`config.mk`:
```
export PLATFORM = sky130hd
export DESIGN_NAME = seg7_scan_mux_flat
export DESIGN_NICKNAME = d
export VERILOG_FILES = /design/src/rtl/seg7_scan_mux_if.sv /design/src/rtl/seg7_scan_mux.sv /design/src/flat_wrapper.sv
export SDC_FILE = /design/constraint.sdc
export NUM_CORES = 1
export LEC_CHECK = 0
export CELL_PAD_IN_SITES_DETAIL_PLACEMENT = 0
export CELL_PAD_IN_SITES_GLOBAL_PLACEMENT = 2
export CORE_ASPECT_RATIO = 1.1
export CORE_MARGIN = 3
export CORE_UTILIZATION = 23
export DETAILED_ROUTE_END_ITERATION = 12
export MAX_ROUTING_LAYER = met4
export PLACE_DENSITY = 0.9
export SYNTH_ARGS = -nofsm -noshare
export SYNTH_HDL_FRONTEND = slang
export SYNTH_SLANG_ARGS = --single-unit
export TNS_END_PERCENT = 30
```
`constraint.sdc`:
```
create_clock -name clock -period 2.4 [get_ports clock]
set_input_delay 0.6 -clock clock [delete_from_list [all_inputs] [get_ports clock]]
set_output_delay 0.6 -clock clock [all_outputs]
set_load 0.01 [all_outputs]
```
`src/rtl/seg7_scan_mux_if.sv`:
```
// Bundle between the GPIO segment source and the scanned display driver.
// master = GPIO/pattern side, slave = scan mux.
interface seg7_scan_mux_if;
    logic       enable;
    logic [7:0] digit_mask;
    logic [7:0] seg_in_0;
    logic [7:0] seg_in_1;
    logic [7:0] seg_in_2;
    logic [7:0] seg_in_3;
    logic [7:0] seg_in_4;
    logic [7:0] seg_in_5;
    logic [7:0] seg_in_6;
    logic [7:0] seg_in_7;
    logic [7:0] seg_out;
    logic [7:0] an_out;
    logic [2:0] scan_idx;
    logic       frame_done;

    modport master (
        output enable, digit_mask,
        output seg_in_0, seg_in_1, seg_in_2, seg_in_3,
        output seg_in_4, seg_in_5, seg_in_6, seg_in_7,
        input  seg_out, an_out, scan_idx, frame_done
    );

    modport slave (
        input  enable, digit_mask,
        input  seg_in_0, seg_in_1, seg_in_2, seg_in_3,
        input  seg_in_4, seg_in_5, seg_in_6, seg_in_7,
        output seg_out, an_out, scan_idx, frame_done
    );
endinterface

```
`src/rtl/seg7_scan_mux.sv`:
```
// Eight-digit 7-seg scanner: BLANK_CYC dark cycles then SHOW_CYC lit cycles per digit.
// Digit 0 lit BLANK_CYC edges after the enabling edge; no backpressure, free-running while enabled.
module seg7_scan_mux #(
    parameter int unsigned BLANK_CYC = 2,
    parameter int unsigned SHOW_CYC  = 1000,
    parameter int unsigned CNT_W     = 16
) (
    input  logic           clock,
    input  logic           reset,
    seg7_scan_mux_if.slave bus
);

    typedef enum logic [1:0] {
        ST_IDLE  = 2'd0,
        ST_BLANK = 2'd1,
        ST_SHOW  = 2'd2
    } state_t;

    localparam logic [CNT_W-1:0] BLANK_LAST = CNT_W'(BLANK_CYC - 1);
    localparam logic [CNT_W-1:0] SHOW_LAST  = CNT_W'(SHOW_CYC - 1);

    state_t           state;
    state_t           state_nxt;
    logic [CNT_W-1:0] cnt;
    logic [CNT_W-1:0] cnt_nxt;
    logic [2:0]       idx;
    logic [2:0]       idx_nxt;
    logic [7:0]       seg_lat;
    logic [7:0]       seg_lat_nxt;
    logic             frame_done_q;
    logic             frame_done_nxt;
    logic [7:0]       seg_sel;
    logic             digit_lit;

    always_comb begin
        seg_sel = 8'hFF;
        case (idx)
            3'd0:    seg_sel = bus.seg_in_0;
            3'd1:    seg_sel = bus.seg_in_1;
            3'd2:    seg_sel = bus.seg_in_2;
            3'd3:    seg_sel = bus.seg_in_3;
            3'd4:    seg_sel = bus.seg_in_4;
            3'd5:    seg_sel = bus.seg_in_5;
            3'd6:    seg_sel = bus.seg_in_6;
            default: seg_sel = bus.seg_in_7;
        endcase
    end

    always_ff @(posedge clock) begin
        if (reset) begin
            state        <= ST_IDLE;
            cnt          <= '0;
            idx          <= 3'd0;
            seg_lat      <= 8'hFF;
            frame_done_q <= 1'b0;
        end else begin
            state        <= state_nxt;
            cnt          <= cnt_nxt;
            idx          <= idx_nxt;
            seg_lat      <= seg_lat_nxt;
            frame_done_q <= frame_done_nxt;
        end
    end

    // Enable loss wins over slot completion so the scan always restarts at digit 0.
    always_comb begin
        state_nxt      = state;
        cnt_nxt        = cnt;
        idx_nxt        = idx;
        seg_lat_nxt    = seg_lat;
        frame_done_nxt = 1'b0;

        case (state)
            ST_IDLE: begin
                cnt_nxt = '0;
                idx_nxt = 3'd0;
                if (bus.enable) begin
                    state_nxt = ST_BLANK;
                end
            end

            ST_BLANK: begin
                if (!bus.enable) begin
                    state_nxt = ST_IDLE;
                    cnt_nxt   = '0;
                    idx_nxt   = 3'd0;
                end else if (cnt == BLANK_LAST) begin
                    state_nxt   = ST_SHOW;
                    cnt_nxt     = '0;
                    seg_lat_nxt = seg_sel;
                end else begin
                    cnt_nxt = cnt + 1'b1;
                end
            end

            ST_SHOW: begin
                if (!bus.enable) begin
                    state_nxt = ST_IDLE;
                    cnt_nxt   = '0;
                    idx_nxt   = 3'd0;
                end else if (cnt == SHOW_LAST) begin
                    state_nxt      = ST_BLANK;
                    cnt_nxt        = '0;
                    idx_nxt        = idx + 3'd1;
                    frame_done_nxt = (idx == 3'd7);
                end else begin
                    cnt_nxt = cnt + 1'b1;
                end
            end

            default: begin
                state_nxt = ST_IDLE;
                cnt_nxt   = '0;
                idx_nxt   = 3'd0;
            end
        endcase
    end

    // A masked digit still spends its slot, it just stays dark.
    assign digit_lit      = (state == ST_SHOW) && bus.digit_mask[idx];
    assign bus.seg_out    = digit_lit ? seg_lat : 8'hFF;
    assign bus.an_out     = digit_lit ? ~(8'b1 << idx) : 8'hFF;
    assign bus.scan_idx   = idx;
    assign bus.frame_done = frame_done_q;

endmodule

```
`src/flat_wrapper.sv`:
```
// flat-port wrapper written by rule: the top's interface ports become plain ports
module seg7_scan_mux_flat 
#(
    parameter int unsigned BLANK_CYC = 2,
    parameter int unsigned SHOW_CYC  = 1000,
    parameter int unsigned CNT_W     = 16
)
  (clock, reset, bus_enable, bus_digit_mask, bus_seg_in_0, bus_seg_in_1, bus_seg_in_2, bus_seg_in_3, bus_seg_in_4, bus_seg_in_5, bus_seg_in_6, bus_seg_in_7, bus_seg_out, bus_an_out, bus_scan_idx, bus_frame_done);
  seg7_scan_mux_if bus_i ();
  input  logic clock;
  input  logic reset;
  input wire logic [$bits(bus_i.enable)-1:0] bus_enable;
  input wire logic [$bits(bus_i.digit_mask)-1:0] bus_digit_mask;
  input wire logic [$bits(bus_i.seg_in_0)-1:0] bus_seg_in_0;
  input wire logic [$bits(bus_i.seg_in_1)-1:0] bus_seg_in_1;
  input wire logic [$bits(bus_i.seg_in_2)-1:0] bus_seg_in_2;
  input wire logic [$bits(bus_i.seg_in_3)-1:0] bus_seg_in_3;
  input wire logic [$bits(bus_i.seg_in_4)-1:0] bus_seg_in_4;
  input wire logic [$bits(bus_i.seg_in_5)-1:0] bus_seg_in_5;
  input wire logic [$bits(bus_i.seg_in_6)-1:0] bus_seg_in_6;
  input wire logic [$bits(bus_i.seg_in_7)-1:0] bus_seg_in_7;
  output wire logic [$bits(bus_i.seg_out)-1:0] bus_seg_out;
  output wire logic [$bits(bus_i.an_out)-1:0] bus_an_out;
  output wire logic [$bits(bus_i.scan_idx)-1:0] bus_scan_idx;
  output wire logic [$bits(bus_i.frame_done)-1:0] bus_frame_done;
  assign bus_i.enable = bus_enable;
  assign bus_i.digit_mask = bus_digit_mask;
  assign bus_i.seg_in_0 = bus_seg_in_0;
  assign bus_i.seg_in_1 = bus_seg_in_1;
  assign bus_i.seg_in_2 = bus_seg_in_2;
  assign bus_i.seg_in_3 = bus_seg_in_3;
  assign bus_i.seg_in_4 = bus_seg_in_4;
  assign bus_i.seg_in_5 = bus_seg_in_5;
  assign bus_i.seg_in_6 = bus_seg_in_6;
  assign bus_i.seg_in_7 = bus_seg_in_7;
  assign bus_seg_out = bus_i.seg_out;
  assign bus_an_out = bus_i.an_out;
  assign bus_scan_idx = bus_i.scan_idx;
  assign bus_frame_done = bus_i.frame_done;
  seg7_scan_mux #(.BLANK_CYC(BLANK_CYC), .SHOW_CYC(SHOW_CYC), .CNT_W(CNT_W)) u_core (.clock(clock), .reset(reset), .bus(bus_i));
endmodule
```
Word level (Yosys, flattened, before mapping):

Index checks and enable logic that the tools add are counted.
Widths: inputs -> output; s select.

* $lt $le $gt $ge: 1
* multipliers: 0
* mux-type cells: 20
* add/sub/neg operators: 2
* divide/modulo/power cells: 0
* bitwise logic cells: 4
* equality and inequality tests: 15
* shift operators: 1
* reduce and logical (&&, ||, !) cells: 7

Operators by type and width (count)
* $mux 16: 4
* $pmux 8 s7: 1
* $pmux 16 s2: 1
* $add 16x1->16 const B: 1
* $eq 16x1->1 const B: 1
* $eq 16x10->1 const B: 1
* $mux 8: 2
* $eq 3x3->1 const B: 4
* $mux 2: 5
* $mux 3: 3
* $not 8->8: 1
* $shl 1x3->8 const A: 1
* $eq 3x2->1 const B: 2
* $ne 3x2->1 const B: 2
* $pmux 2 s3: 1
* $pmux 3 s2: 1
* $reduce_and 3->1: 2
* $lt 3x4->1 const B: 1
* $ne 2x2->1 const B: 2
* $reduce_or 4->1: 1
* $add 3x1->3 const B: 1
* $bmux 1 s3: 1
* $eq 3x1->1 const B: 1
* $logic_not 3->1: 1
* other kinds (7): 9

* input port bits: 75
* latch bits: 0
* bits in writable memories: 0
* output and inout bits: 20
* register bits after elaboration: 30
* ROM bits: 0
* memories: 0

Logic depth before layout (Yosys ltp):

Gate-level depths: netlist of the first run.

* word-level depth: 4
* mapped depth: 9

Worst setup path after synthesis of the first run:

Ideal clock, no wire load.

* path type: reg2out
* start: register u_core.idx[2] (netlist: u_core.bus.scan_idx[2])
* end: output port bus_seg_out[0]
* arrival time: 1698 ps
* path slack: 102 ps
* path buffers: 3
* data required time: 1800 ps
* cell stages (with the launch flop): 7
* cell sequence: dfxtp_1 > clkbuf_1 > buf_2 > o21ai_0 > o221a_2 > clkbuf_1 > nand3b_1

* word-level cells in the longest chain between the ends: 4

Ends and longest elaborated chain
* from (decl): line seg7_scan_mux.sv:26 `logic [2:0] idx;`
* from (signal assigned): line seg7_scan_mux.sv:59 `idx <= idx_nxt;`
* $bmux 1 s3: line seg7_scan_mux.sv:120 `assign digit_lit = (state == ST_SHOW) && bus.digit_mask[idx];`
* $mux 1 (implied by the code): line seg7_scan_mux.sv:120
* $logic_and 1x1->1: line seg7_scan_mux.sv:120
* $mux 8: line seg7_scan_mux.sv:121 `assign bus.seg_out = digit_lit ? seg_lat : 8'hFF;`
* to (decl): line flat_wrapper.sv:22 `output wire logic [$bits(bus_i.seg_out)-1:0] bus_seg_out;`

Every way passes these cells. The select of a mux whose other input is x is not followed.

Final worst setup path of the first run:

* start: input port bus_digit_mask[6]
* end: output port bus_seg_out[5]

* word-level cells in the longest chain between the ends: 4

Ends and longest elaborated chain
* from (decl): line flat_wrapper.sv:13 `input wire logic [$bits(bus_i.digit_mask)-1:0] bus_digit_mask;`
* $bmux 1 s3: line seg7_scan_mux.sv:120
* $mux 1 (implied by the code): line seg7_scan_mux.sv:120
* $logic_and 1x1->1: line seg7_scan_mux.sv:120
* $mux 8: line seg7_scan_mux.sv:121

Every way passes these cells. The select of a mux whose other input is x is not followed.

==> results of run 1 <==
-- sequential cells by signal (all words and copies together) (netlist names) --
register and cells:
u_core.bus.frame_done 1, u_core.bus.scan_idx 3, u_core.seg_lat 8, u_core.state 2, u_core.cnt 16
-- cells by family (layout without fill, tap and decap cells) --
logic type,Yosys count,count (layout)
flip-flops,30,30
XOR/XNOR,11,11
adder cells (fa/ha/maj),12,12
buffers and inverters,27,137
multiplexers,13,13
AND/OR/NAND/NOR,98,98
AO/OA/AOI/OAI,66,66
-- layout make-up --
cell class | instances | area (um2) | share of cell area [%]
Multi-Input combinational cell | 200 | 1520 | 43.8
Timing Repair Buffer | 120 | 1090 | 31.5
Sequential cell | 30 | 604 | 17.4
Tap cell | 114 | 143 | 4.11
Clock buffer | 7 | 76.3 | 2.20
Inverter | 10 | 37.5 | 1.08
-- layout by cell type, fill, tap and decap left out, types with 4 or more instances in the layout --
cell                              count
sky130_fd_sc_hd__a21oi_1             10
sky130_fd_sc_hd__nand2_1             21
sky130_fd_sc_hd__nor2b_1              4
sky130_fd_sc_hd__nand3_1              8
sky130_fd_sc_hd__nand3b_1             8
sky130_fd_sc_hd__a221o_1              4
sky130_fd_sc_hd__dfxtp_1             29
sky130_fd_sc_hd__a211oi_1             4
sky130_fd_sc_hd__clkdlybuf4s50_1     70
sky130_fd_sc_hd__or4_1                4
sky130_fd_sc_hd__xnor2_1              7
sky130_fd_sc_hd__nor2_1              18
sky130_fd_sc_hd__a22oi_1              5
sky130_fd_sc_hd__a221oi_1             4
sky130_fd_sc_hd__o21ai_0             10
sky130_fd_sc_hd__buf_4               22
sky130_fd_sc_hd__nand4_1              8
sky130_fd_sc_hd__nor4_1               4
sky130_fd_sc_hd__dlygate4sd2_1        4
sky130_fd_sc_hd__mux2_2               8
sky130_fd_sc_hd__o211ai_1             5
sky130_fd_sc_hd__ha_1                10
sky130_fd_sc_hd__buf_2               19
sky130_fd_sc_hd__inv_1               10
sky130_fd_sc_hd__clkbuf_8             5
sky130_fd_sc_hd__a222oi_1             6
sky130_fd_sc_hd__xor2_1               4
sky130_fd_sc_hd__nor3_1               4
-- routing by layer --
metal / vias up / track usage (%)
li1: 1201 / -
met1: 1162 / 20.2
met2: 70 / 23.8
met3: 9 / 3.35
met4: 0 / 3.90
met5: - / -
-- what timing repair did --
item                                   in CTS  in global routing
gates resized for setup                    94                  4
setup buffers                               5                  1
setup endpoints to repair                  19                 19
endpoints found under the hold margin       0                  0
gates cloned                                2                  0
pin swaps                                   7                  7
-- power by group through the flow --
stage / Clock [mW] / Combinational [mW] / Sequential (mW)
2_1_floorplan: 0 / 0.0498 / 0.513
3_3_place_gp: 0 / 0.192 / 0.513
3_5_place_dp: 0 / 0.195 / 0.513
4_1_cts: 0.394 / 0.205 / 0.501
5_1_grt: 0.419 / 0.217 / 0.501
6_report: 0.379 / 0.203 / 0.501
-- worst paths after layout --
| path | startpoint | endpoint | slack [ns] | cells past startpoint |
|---|---|---|---|---|
| setup / recovery | bus_digit_mask[6] | bus_seg_out[5] | -0.04 | 6 |
| hold / removal | u_core.cnt[0] | u_core.cnt[0] | 0.47 | 1 |
| setup reg to reg | u_core.bus.scan_idx[1] | u_core.seg_lat[5] | 0.16 | 7 |
| hold reg to reg | u_core.cnt[0] | u_core.cnt[0] | 0.47 | 1 |
==> reports/summary.txt, run 1 <==
STA
-----------------------------------------------------------------------------------------------------
Final worst hold slack                                                                       0.468 ns
Slew of the pin with the lowest slew margin                                                  0.495 ns
Final Worst Setup Slack                                                                    -0.0370 ns
Final setup fails                                                                                   6
Post-route clock period utilization                                                              102%
Clock skew                                                                                 0.00211 ns
Unrepaired setup endpoints after global routing                                                  true
Fmax achieved                                                                               0.410 GHz
Minimum period implied by the final worst setup slack                                         2.44 ns
Total Negative Setup Slacks                                                                -0.0780 ns
Max-slew violations                                                                                 0
Hold Fails Final Rpt                                                                                0
Max-Slew Margin vs Limit                                                                        67.0%

FINISH
-----------------------------------------------------------------------------------------------------
Antenna diode count                                                                                 0
Final cell area excluding filler cells                                                    0.00347 mm2
Area growth syn-to-layout                                                                       59.1%
Post-layout util                                                                                38.4%
Layout Cells excl Fill                                                                            481
Net total in the final layout                                                                     454
Fraction of layout cells with a size suffix above 1                                             21.5%
Filler Cells Inserted                                                                             925

LOGIC SYNTHESIS
-----------------------------------------------------------------------------------------------------
Synth Area in XOR/XNOR                                                                          4.41%
Syn Std Cell Area                                                                         0.00218 mm2
Post-synthesis share of cell area spent on and, or, nand and nor gates                          26.6%
EDFF count, synth                                                                                   0
Mapped Cells                                                                                      257
Cell types with the highest counts after synthesis                                       sky130_fd_sc_hd__dfxtp_1 (30), sky130_fd_sc_hd__nand2_1 (21), sky130_fd_sc_hd__nor2_1 (18), sky130_fd_sc_hd__ha_1 (12), sky130_fd_sc_hd__o21ai_0 (12)
Async S/R FF share, synth                                                                          0%
Biggest area contributors in the synthesized netlist                                     sky130_fd_sc_hd__dfxtp_1 (28%), sky130_fd_sc_hd__ha_1 (6.9%), sky130_fd_sc_hd__mux2_2 (5.2%), sky130_fd_sc_hd__nand2_1 (3.6%), sky130_fd_sc_hd__nor2_1 (3.1%)
Most instantiated flip-flop cell in the synthesis netlist                                sky130_fd_sc_hd__dfxtp_1
Library cell with the largest summed area after synthesis                                sky130_fd_sc_hd__dfxtp_1
Average instance area after synthesis                                                        8.50 um2
Distinct cells, synth                                                                              52
Number of register bits inferred by synthesis                                                      30
Synthesized net count                                                                             344
Proportion of synthesized chip area in sequential cells                                         27.5%
Largest family of logic cells by synthesized area                                        simple AND/OR/NAND/NOR gates
Syn. warnings                                                                                       0
Cell with the most instances after synthesis                                             sky130_fd_sc_hd__dfxtp_1
Synth Area in Compound Gates                                                                    23.2%
Post-synthesis share of cell area spent on full adders, half adders and majority gates          6.88%
Fraction of synthesized area in multiplexers                                                    6.53%
Fraction of synthesized cell area taken by the top area cell type                               27.5%

ROUTING
-----------------------------------------------------------------------------------------------------
Top Metal Used                                                                                   met4
Number of DRC markers in iteration 0                                                              104
Met1 WL                                                                                       3.62 mm
Post-detailed-route count of antenna-violating nets                                                 0
Vias after detailed routing                                                                     2,442
Drt via density                                                                                  5.08
Met2 wire length                                                                              3.78 mm
Average detailed-routed wire length per instance                                              16.7 um
Wire length on met3                                                                            527 um
DRC errors left                                                                                     0
Drt first pass iters                                                                                4
Post-detailed-routing wire length                                                             8.03 mm

PLACED DESIGN
-----------------------------------------------------------------------------------------------------
Inst Count DP                                                                                     467
Placer Congestion                                                                               0.824
Port Buffer Count                                                                                  94
Place WS                                                                                    -0.619 ns
Detail Placement HPWL                                                                         6.04 mm
Standard cell area after detailed placement                                               0.00337 mm2

CRITICAL PATH
-----------------------------------------------------------------------------------------------------
Type of the worst setup path                                                                in -> out
Type of destination of the critical path                                                 primary output
Standard cell with the maximum stage delay on the critical path                          sky130_fd_sc_hd__o221a_4
Series of cell instances along the critical path                                         dlygate4sd2_1 > mux2_4 > o221a_4 > buf_12 > nand3b_1 > buf_2
Family with the most delay on the worst path                                             buffers and inverters
Data required time at the worst endpoint                                                      1.80 ns
Data arrival time of the critical path                                                        1.84 ns
Longest individual stage delay on the worst path                                              0.33 ns
CP bufs+invs                                                                                        3
Startpoint Class                                                                           input port
Worst-path maximum fanout                                                                           7

CTS
-----------------------------------------------------------------------------------------------------
Post-CTS Hold Buffers                                                                               0
Maximum number of buffers from clock root to sink                                                   2
Clock-pin slew of the registers on the worst-case setup and hold paths                        0.06 ns
CTS tree                                                                                         done
Source-to-sink clock delay at the later pin of the worst-skew pair                            0.28 ns
Cell at the root of the clock tree                                                       sky130_fd_sc_hd__clkbuf_8
H-tree Lvls                                                                                         2
Sinks on Clock Net                                                                                 30
CTS Buf Count                                                                                       5

POWER AND IR DROP
-----------------------------------------------------------------------------------------------------
Power spent charging and discharging nets                                                    0.244 mW
Static leakage                                                                                1.18 nW
Total Power                                                                                   1.08 mW
Relative contribution of the clock network to total power                                       35.0%
Fraction of power spent switching nets                                                          22.5%
Max IR drop VDD                                                                                319 uV
Pwr/cell area                                                                              312 mW/mm2
Part of the total power dissipated in combinational logic                                       18.7%
Part of the power in registers                                                                  46.3%
Internal power                                                                               0.839 mW

OUTCOME
-----------------------------------------------------------------------------------------------------
Run status                                                                               complete, but fails checks
Violated checks                                                                          setup timing

GRT
-----------------------------------------------------------------------------------------------------
Largest net degree at the start of global routing                                                  25
Overall fraction of global-route tracks in use                                                  15.3%
Global-route wire length before repair                                                        12.8 mm
Grt ovf                                                                                             0
Number of global-route vias before repair                                                       2,503
Antenna violations before repair                                                                    0

DIE
-----------------------------------------------------------------------------------------------------
Die height                                                                                     108 um
Die footprint                                                                              0.0107 mm2
Floorplan row count                                                                                36
Core area                                                                                 0.00905 mm2
Die X-Extent                                                                                  98.9 um
Effective utilization at floorplan                                                              24.1%
Boundary Pins                                                                                      95

MIN PATH
-----------------------------------------------------------------------------------------------------
Class of the tightest hold or removal check                                                reg -> reg

RUN
-----------------------------------------------------------------------------------------------------
Max-capacitance violation count                                                                     0

Note: power is estimated with default switching activity, not from simulation.
==> run 2, diff against run 1 <==
--- a/config.mk
+++ b/config.mk
@@ -6,12 +6,10 @@
 export NUM_CORES = 1
 export LEC_CHECK = 0
-export CELL_PAD_IN_SITES_DETAIL_PLACEMENT = 0
-export CELL_PAD_IN_SITES_GLOBAL_PLACEMENT = 2
 export CORE_ASPECT_RATIO = 1.1
 export CORE_MARGIN = 3
-export CORE_UTILIZATION = 23
+export CORE_UTILIZATION = 30
 export DETAILED_ROUTE_END_ITERATION = 12
 export MAX_ROUTING_LAYER = met4
-export PLACE_DENSITY = 0.9
+export PLACE_DENSITY = 0.71
 export SYNTH_ARGS = -nofsm -noshare
 export SYNTH_HDL_FRONTEND = slang
==> constraint.sdc (replaced) <==
create_clock -name clock -period 2.4 [get_ports clock]
set_input_delay 0.48 -clock clock [delete_from_list [all_inputs] [get_ports clock]]
set_output_delay 0.48 -clock clock [all_outputs]
set_load 0.01 [all_outputs]
==> run 2 against run 1 <==
  * The run now ends clean
  * Via count is 0.90% higher
  * Final area decreased by 1.3%
  * Count of clock-buffer cells in the layout did not move
  * Register-to-register slack improved by 0.05 ns
  * Clock skew rose by 0.00082 ns
  * Critical path type unchanged
  * Highest routed layer unchanged
==> reports/summary.txt, run 2 (synthesis results as in run 1) <==
ROUTING
-------------------------------------------------------------------------------------
Post-detailed-routing wire length                                             7.79 mm   -3.1%
DRC errors left                                                                     0   unchanged
Vias after detailed routing                                                     2,464   +0.90%
Number of DRC markers in iteration 0                                              132   +27%
Average detailed-routed wire length per instance                              17.4 um   +4.1%
Post-detailed-route count of antenna-violating nets                                 0   unchanged
Drt first pass iters                                                                5   +1
Drt via density                                                                  5.50   +8.3%

FINISH
-------------------------------------------------------------------------------------
Net total in the final layout                                                     452   -0.44%
Antenna diode count                                                                 0   unchanged
Area growth syn-to-layout                                                       57.1%
Largest register by flop count                                             u_core.cnt
Most common cell after layout, fill and taps aside                       sky130_fd_sc_hd__clkdlybuf4s50_1
Filler Cells Inserted                                                             658   -29%
Fraction of layout cells with a size suffix above 1                             20.8%   -0.76 points
Layout Cells excl Fill                                                            448   -6.9%
Number of flip-flops under the largest register name                               16   unchanged
Commonest cells after routing, fill and taps aside                       sky130_fd_sc_hd__clkdlybuf4s50_1 (76), sky130_fd_sc_hd__dfxtp_1 (28), sky130_fd_sc_hd__nand2_1 (21), sky130_fd_sc_hd__buf_4 (20), sky130_fd_sc_hd__nor2_1 (18)

PLACED DESIGN
-------------------------------------------------------------------------------------
Placer Congestion                                                               0.843   +2.3%
Inst Count DP                                                                     438   -6.2%
Detail Placement HPWL                                                         5.95 mm   -1.5%
Port Buffer Count                                                                  94   unchanged

STA
-------------------------------------------------------------------------------------
Clock skew                                                                 0.00293 ns   +0.000820 ns
Max-slew violations                                                                 0   unchanged
Final setup fails                                                                   0   -6
Fmax achieved                                                               0.424 GHz   +3.2%
Max-Slew Margin vs Limit                                                        54.5%   -12 points
Minimum period implied by the final worst setup slack                         2.36 ns   -0.0761 ns
Slew of the pin with the lowest slew margin                                  0.680 ns   +0.185 ns
Post-route clock period utilization                                             98.4%   -3.2 points
Hold Fails Final Rpt                                                                0   unchanged

RUN
-------------------------------------------------------------------------------------
Max-capacitance violation count                                                     0   unchanged

CTS
-------------------------------------------------------------------------------------
Cell at the root of the clock tree                                       sky130_fd_sc_hd__clkbuf_8
H-tree Lvls                                                                         2   unchanged
Clock-pin slew of the registers on the worst-case setup and hold paths        0.06 ns   about the same
CTS Buf Count                                                                       5   unchanged
Source-to-sink clock delay at the later pin of the worst-skew pair            0.27 ns   about the same
Maximum number of buffers from clock root to sink                                   2   unchanged
Sinks on Clock Net                                                                 30   unchanged
CTS tree                                                                         done

GRT
-------------------------------------------------------------------------------------
Overall fraction of global-route tracks in use                                  18.6%   +3.3 points
Global-route wire length before repair                                        12.1 mm   -5.8%
Antenna violations before repair                                                    0   unchanged
Grt ovf                                                                             0   unchanged
Largest net degree at the start of global routing                                  17   -32%
Number of global-route vias before repair                                       2,511   +0.32%

CRITICAL PATH
-------------------------------------------------------------------------------------
Longest individual stage delay on the worst path                              0.45 ns   +0.12 ns
Series of cell instances along the critical path                         clkdlybuf4s50_1 > mux2i_1 > o21ai_2 > o221a_2 > nand3b_1 > buf_2
Family with the most delay on the worst path                             compound AO/OA/AOI/OAI gates
Worst-path maximum fanout                                                           6   -1
Startpoint Class                                                           input port
Flop2flop setup slack                                                         0.21 ns   +0.05 ns
Worst flop-to-flop path endpoint                                         u_core.seg_lat[0]
Type of destination of the critical path                                 primary output
FF-to-FF Start                                                           u_core.bus.scan_idx[0]
CP bufs+invs                                                                        2   -1
Standard cell with the maximum stage delay on the critical path          sky130_fd_sc_hd__clkdlybuf4s50_1
Type of the worst setup path                                                in -> out
Worst Reg-to-Reg Cells                                                              8   +1
Total number of cells along the worst setup path                                    6   unchanged
Source of the critical timing path                                       bus_digit_mask[1]
Data required time at the worst endpoint                                      1.92 ns   +0.12 ns
Worst Setup EP                                                           bus_seg_out[3]
Data arrival time of the critical path                                        1.88 ns   +0.04 ns

OUTCOME
-------------------------------------------------------------------------------------
Run status                                                               finished, final reports clean

DIE
-------------------------------------------------------------------------------------
Die height                                                                    95.5 um   -12%
Boundary Pins                                                                      95   unchanged
Floorplan row count                                                                31   -14%
Die X-Extent                                                                  87.3 um   -12%
Die footprint                                                             0.00834 mm2   -22%
Effective utilization at floorplan                                              32.0%   +7.9 points
Core area                                                                 0.00683 mm2   -25%

POWER AND IR DROP
-------------------------------------------------------------------------------------
Static leakage                                                                1.19 nW   +0.27%
Total Power                                                                   1.11 mW   +2.4%
Pwr/cell area                                                              323 mW/mm2   +3.7%
Max IR drop VDD                                                                295 uV   -7.5%

MIN PATH
-------------------------------------------------------------------------------------
Class of the tightest hold or removal check                                reg -> reg

==> run 2: per-layer routing <==
layer,global-route usage (%),up-vias,part of all wire [%]
li1,-,1199,-
met1,20.5,1173,41
met3,3.89,11,7.0
met5,-,-,0
met4,3.84,0,1.0
met2,34.3,81,51
==> run 2: worst min-delay path by stage <==
| stage | startpoint | endpoint | slack (ns) | cells after the start |
|---|---|---|---|---|
| after floorplan | u_core.seg_lat[7] | u_core.seg_lat[7] | 0.43 | 1 |
| after global placement | u_core.seg_lat[7] | u_core.seg_lat[7] | 0.44 | 1 |
| after detailed placement | u_core.seg_lat[7] | u_core.seg_lat[7] | 0.45 | 1 |
| after CTS | u_core.seg_lat[7] | u_core.seg_lat[7] | 0.47 | 1 |
| after global routing | u_core.seg_lat[7] | u_core.seg_lat[7] | 0.50 | 1 |
| final | u_core.seg_lat[7] | u_core.seg_lat[7] | 0.46 | 1 |
==> run 2: through the flow <==
step	worst slack (ns)	setup TNS, ns	area (um2)	hold slack [ns]	util, %
2_1_floorplan	0.222	0	2180	0.426	-
3_3_place_gp	-0.389	-5.20	3350	0.443	49.0
3_5_place_dp	-0.418	-5.55	3350	0.452	49.0
4_1_cts	-0.0205	-0.0205	3390	0.467	49.6
5_1_grt	-0.000786	-0.000786	3430	0.495	50.2
6_report	0.0391	0	3430	0.462	50.2
==> run 2: layout make-up <==
cell class                 count  area, um2  share of cell area, %
timing repair buffer         117       1070                   31.3
sequential                    30        603                   17.6
clock buffer                   7       86.3                   2.52
inverter                      10       37.5                   1.09
tap                           82        103                   2.99
multi-input combinational    201       1520                   44.4
clock inverter                 1       5.00                  0.146
==> run 2: repair_timing <==
action	CTS	global route
resized for setup	59	17
hold buffers	0	0
pin swaps	1	7
cloned	0	2
buffers inserted	1	0
setup endpoints to repair	17	20
==> run 2: power breakdown <==
part | total, mW | internal [mW] | switching [mW]
clock network | 0.404 | 0.231 | 0.173
registers | 0.503 | 0.500 | 0.00243
logic | 0.203 | 0.142 | 0.0603
total | 1.11 | 0.873 | 0.236
==> run 3, diff against run 2 <==
- CORE_ASPECT_RATIO: 1.1 -> 1.5
- SLEW_MARGIN: unset -> 20
==> run 3 against run 2 <==
  * Worst hold slack better by 0.0072 ns
  * Sequential power hardly changed
  * Worst setup slack better by 0.045 ns
  * Routed wire length is 1.3% lower
  * Final area is 0.98% higher
  * Combinational power hardly changed
  * Sequential cell count stayed put
  * Clock skew is 0.0064 ns higher
  * Critical endpoint is now bus_seg_out[5]
==> reports/summary.txt, run 3 (synthesis results as in run 1) <==
ROUTING
-------------------------------------------------------------------------------------
Vias after detailed routing                                                     2,468   +0.16%
Drt first pass iters                                                                4   -1
DRC errors left                                                                     0   unchanged
Average detailed-routed wire length per instance                              17.2 um   -1.1%
Number of DRC markers in iteration 0                                              125   -5.3%
Post-detailed-routing wire length                                             7.68 mm   -1.3%
Post-detailed-route count of antenna-violating nets                                 0   unchanged
Drt via density                                                                  5.52   +0.39%

CRITICAL PATH
-------------------------------------------------------------------------------------
Type of the worst setup path                                               reg -> out
Worst-path maximum fanout                                                           7   +1
Worst flop-to-flop path endpoint                                         u_core.seg_lat[5]
Worst Reg-to-Reg Cells                                                              7   -1
Flop2flop setup slack                                                         0.23 ns   +0.02 ns
Data required time at the worst endpoint                                      1.92 ns   about the same
Type of destination of the critical path                                 primary output
Series of cell instances along the critical path                         mux2i_1 > o21ai_1 > buf_4 > buf_4 > a21o_4 > buf_12 > nand3b_1 > buf_2
Cell mode on critical path                                               sky130_fd_sc_hd__buf_4
FF-to-FF Start                                                           u_core.bus.scan_idx[0]
Startpoint Class                                                             register
Longest individual stage delay on the worst path                              0.38 ns   -0.07 ns
Standard cell with the maximum stage delay on the critical path          sky130_fd_sc_hd__dfxtp_4
Data arrival time of the critical path                                        1.84 ns   -0.04 ns

DIE
-------------------------------------------------------------------------------------
Boundary Pins                                                                      95   unchanged
Core area                                                                 0.00694 mm2   +1.7%
Die footprint                                                             0.00836 mm2   +0.24%
Die X-Extent                                                                  75.7 um   -13%
Floorplan row count                                                                37   +19%
Effective utilization at floorplan                                              31.4%   -0.54 points
Die height                                                                     110 um   +16%

FINISH
-------------------------------------------------------------------------------------
Largest register by flop count                                             u_core.cnt
Layout Cells excl Fill                                                            447   -0.22%
Net total in the final layout                                                     455   +0.66%
Filler Cells Inserted                                                             677   +2.9%
Commonest cells after routing, fill and taps aside                       sky130_fd_sc_hd__clkdlybuf4s50_1 (72), sky130_fd_sc_hd__dfxtp_1 (28), sky130_fd_sc_hd__buf_4 (23), sky130_fd_sc_hd__nand2_1 (21), sky130_fd_sc_hd__nor2_1 (18)
Sequential cell area                                                          606 um2   +0.42%
Multi-input logic area                                                    0.00152 mm2   -0.41%
Number of flip-flops under the largest register name                               16   unchanged
Antenna diode count                                                                 0   unchanged
Most common cell after layout, fill and taps aside                       sky130_fd_sc_hd__clkdlybuf4s50_1
Fraction of layout cells with a size suffix above 1                             20.3%   -0.44 points
Final cell area excluding filler cells                                    0.00346 mm2   +0.98%
Area growth syn-to-layout                                                       58.6%

PLACED DESIGN
-------------------------------------------------------------------------------------
Inst Count DP                                                                     431   -1.6%
Port Buffer Count                                                                  94   unchanged
Placer Congestion                                                               0.925   +9.8%
Detail Placement HPWL                                                         5.78 mm   -2.7%
Standard cell area after detailed placement                               0.00332 mm2   -0.82%

MIN PATH
-------------------------------------------------------------------------------------
Worst min-delay path endpoint                                            u_core.cnt[0]
Class of the tightest hold or removal check                                reg -> reg
Hold Crit Start                                                          u_core.cnt[0]
Worst hold path depth                                                               1   unchanged

GRT
-------------------------------------------------------------------------------------
Grt ovf                                                                             0   unchanged
Largest net degree at the start of global routing                                  25   +8
Global-route wire length before repair                                        12.2 mm   +1.4%
Antenna violations before repair                                                    0   unchanged
Overall fraction of global-route tracks in use                                  19.2%   +0.55 points
Number of global-route vias before repair                                       2,518   +0.28%

STA
-------------------------------------------------------------------------------------
Clock skew                                                                 0.00929 ns   +0.00635 ns
Max-slew violations                                                                 0   unchanged
Final setup fails                                                                   0   unchanged
Minimum period implied by the final worst setup slack                         2.32 ns   -0.0445 ns
Hold Fails Final Rpt                                                                0   unchanged
Slew of the pin with the lowest slew margin                                  0.486 ns   -0.194 ns
Unrepaired setup endpoints after global routing                                 false
Post-route clock period utilization                                             96.5%   -1.9 points
Fmax achieved                                                               0.432 GHz   +1.9%
Max-Slew Margin vs Limit                                                        67.6%   +13 points
Total Negative Setup Slacks                                                      0 ns   unchanged

RUN
-------------------------------------------------------------------------------------
Max-capacitance violation count                                                     0   unchanged

CTS
-------------------------------------------------------------------------------------
Maximum number of buffers from clock root to sink                                   2   unchanged
CTS tree                                                                         done
CTS Buf Count                                                                       5   unchanged
H-tree Lvls                                                                         2   unchanged
Cell at the root of the clock tree                                       sky130_fd_sc_hd__clkbuf_8
Sinks on Clock Net                                                                 30   unchanged
Clock-pin slew of the registers on the worst-case setup and hold paths        0.06 ns   about the same
Source-to-sink clock delay at the later pin of the worst-skew pair            0.28 ns   about the same
Post-CTS Hold Buffers                                                               0   unchanged

POWER AND IR DROP
-------------------------------------------------------------------------------------
Static leakage                                                                1.20 nW   +1.4%
Pwr/cell area                                                              323 mW/mm2   about the same
Max IR drop VDD                                                                386 uV   +31%

OUTCOME
-------------------------------------------------------------------------------------
Run status                                                               finished, final reports clean

-- run 3: changes by cell type in the layout (fill, tap and decap cells not counted), moves of 2 or more --
| cell | before | now |
|---|---|---|
| sky130_fd_sc_hd__dlymetal6s2s_1 | 2 | 0 |
| sky130_fd_sc_hd__buf_4 | 20 | 23 |
| sky130_fd_sc_hd__ha_2 | 2 | 0 |
| sky130_fd_sc_hd__clkdlybuf4s50_1 | 76 | 72 |
| sky130_fd_sc_hd__clkbuf_2 | 3 | 1 |
| sky130_fd_sc_hd__dlygate4sd2_1 | 0 | 7 |
| sky130_fd_sc_hd__ha_1 | 10 | 12 |
-- run 3: how the worst max path moves through the flow --
stage,startpoint,end,slack [ns],cells past startpoint
after detailed placement,bus_digit_mask[4],bus_an_out[2],-0.40,8
after CTS,u_core.bus.scan_idx[0],bus_an_out[2],-0.08,8
after global routing,u_core.bus.scan_idx[0],bus_seg_out[5],0.008,8
final,u_core.bus.scan_idx[0],bus_seg_out[5],0.08,8
after global placement,bus_digit_mask[5],bus_an_out[7],-0.35,8
after floorplan,u_core.bus.scan_idx[2],bus_seg_out[0],0.22,6
-- run 3: timing repair --
item	in CTS	in global routing
pin swaps	5	3
endpoints found under the setup margin	16	18
setup buffers	5	3
gates cloned	1	0
gates resized for setup	77	5
-- run 3: per-stage QoR --
step	hold WS, ns	total power, mW	setup WS [ns]	util (%)
after CTS	0.475	1.13	-0.0772	49.9
after detailed placement	0.458	0.705	-0.401	47.8
after global placement	0.444	0.702	-0.345	47.8
after floorplan	0.426	0.563	0.222	-
final	0.470	1.12	0.0836	49.9
after global routing	0.496	1.17	0.00759	49.9
-- run 3: area by class of cell --
cell class                      count  share of cell area [%]
Clock buffer                        7                    2.49
Timing Repair Buffer              121                    32.2
Clock inverter                      1                   0.145
Tap cell                           78                    2.82
Sequential cell                    30                    17.5
Multi-Input combinational cell    200                    43.8
Inverter                           10                    1.08
-- run 3: where the power goes --
part	leakage, nW	internal (mW)	total (mW)	switching, mW
Clock	0.0482	0.231	0.417	0.186
Sequential	0.243	0.499	0.501	0.00227
Combinational	0.912	0.142	0.201	0.0592
-- run 3: metal layers --
metal / up-vias / share of wire, % / track usage (%) / wire length (um)
li1: 1202 / - / - / -
met2: 80 / 52 / 32.3 / 3990
met4: 0 / 2.6 / 7.12 / 199
met3: 17 / 6.0 / 2.55 / 458
met5: - / 0 / - / 0
met1: 1169 / 40 / 22.4 / 3040
-- run 3: worst max-delay path, delay by kind of cell (launching register included) --
kind / cells / cell delay (ns)
buffers and inverters: 4 / 0.55
AO/OA/AOI/OAI: 2 / 0.33
flip-flops: 1 / 0.38
multiplexers: 1 / 0.22
AND/OR/NAND/NOR: 1 / 0.09
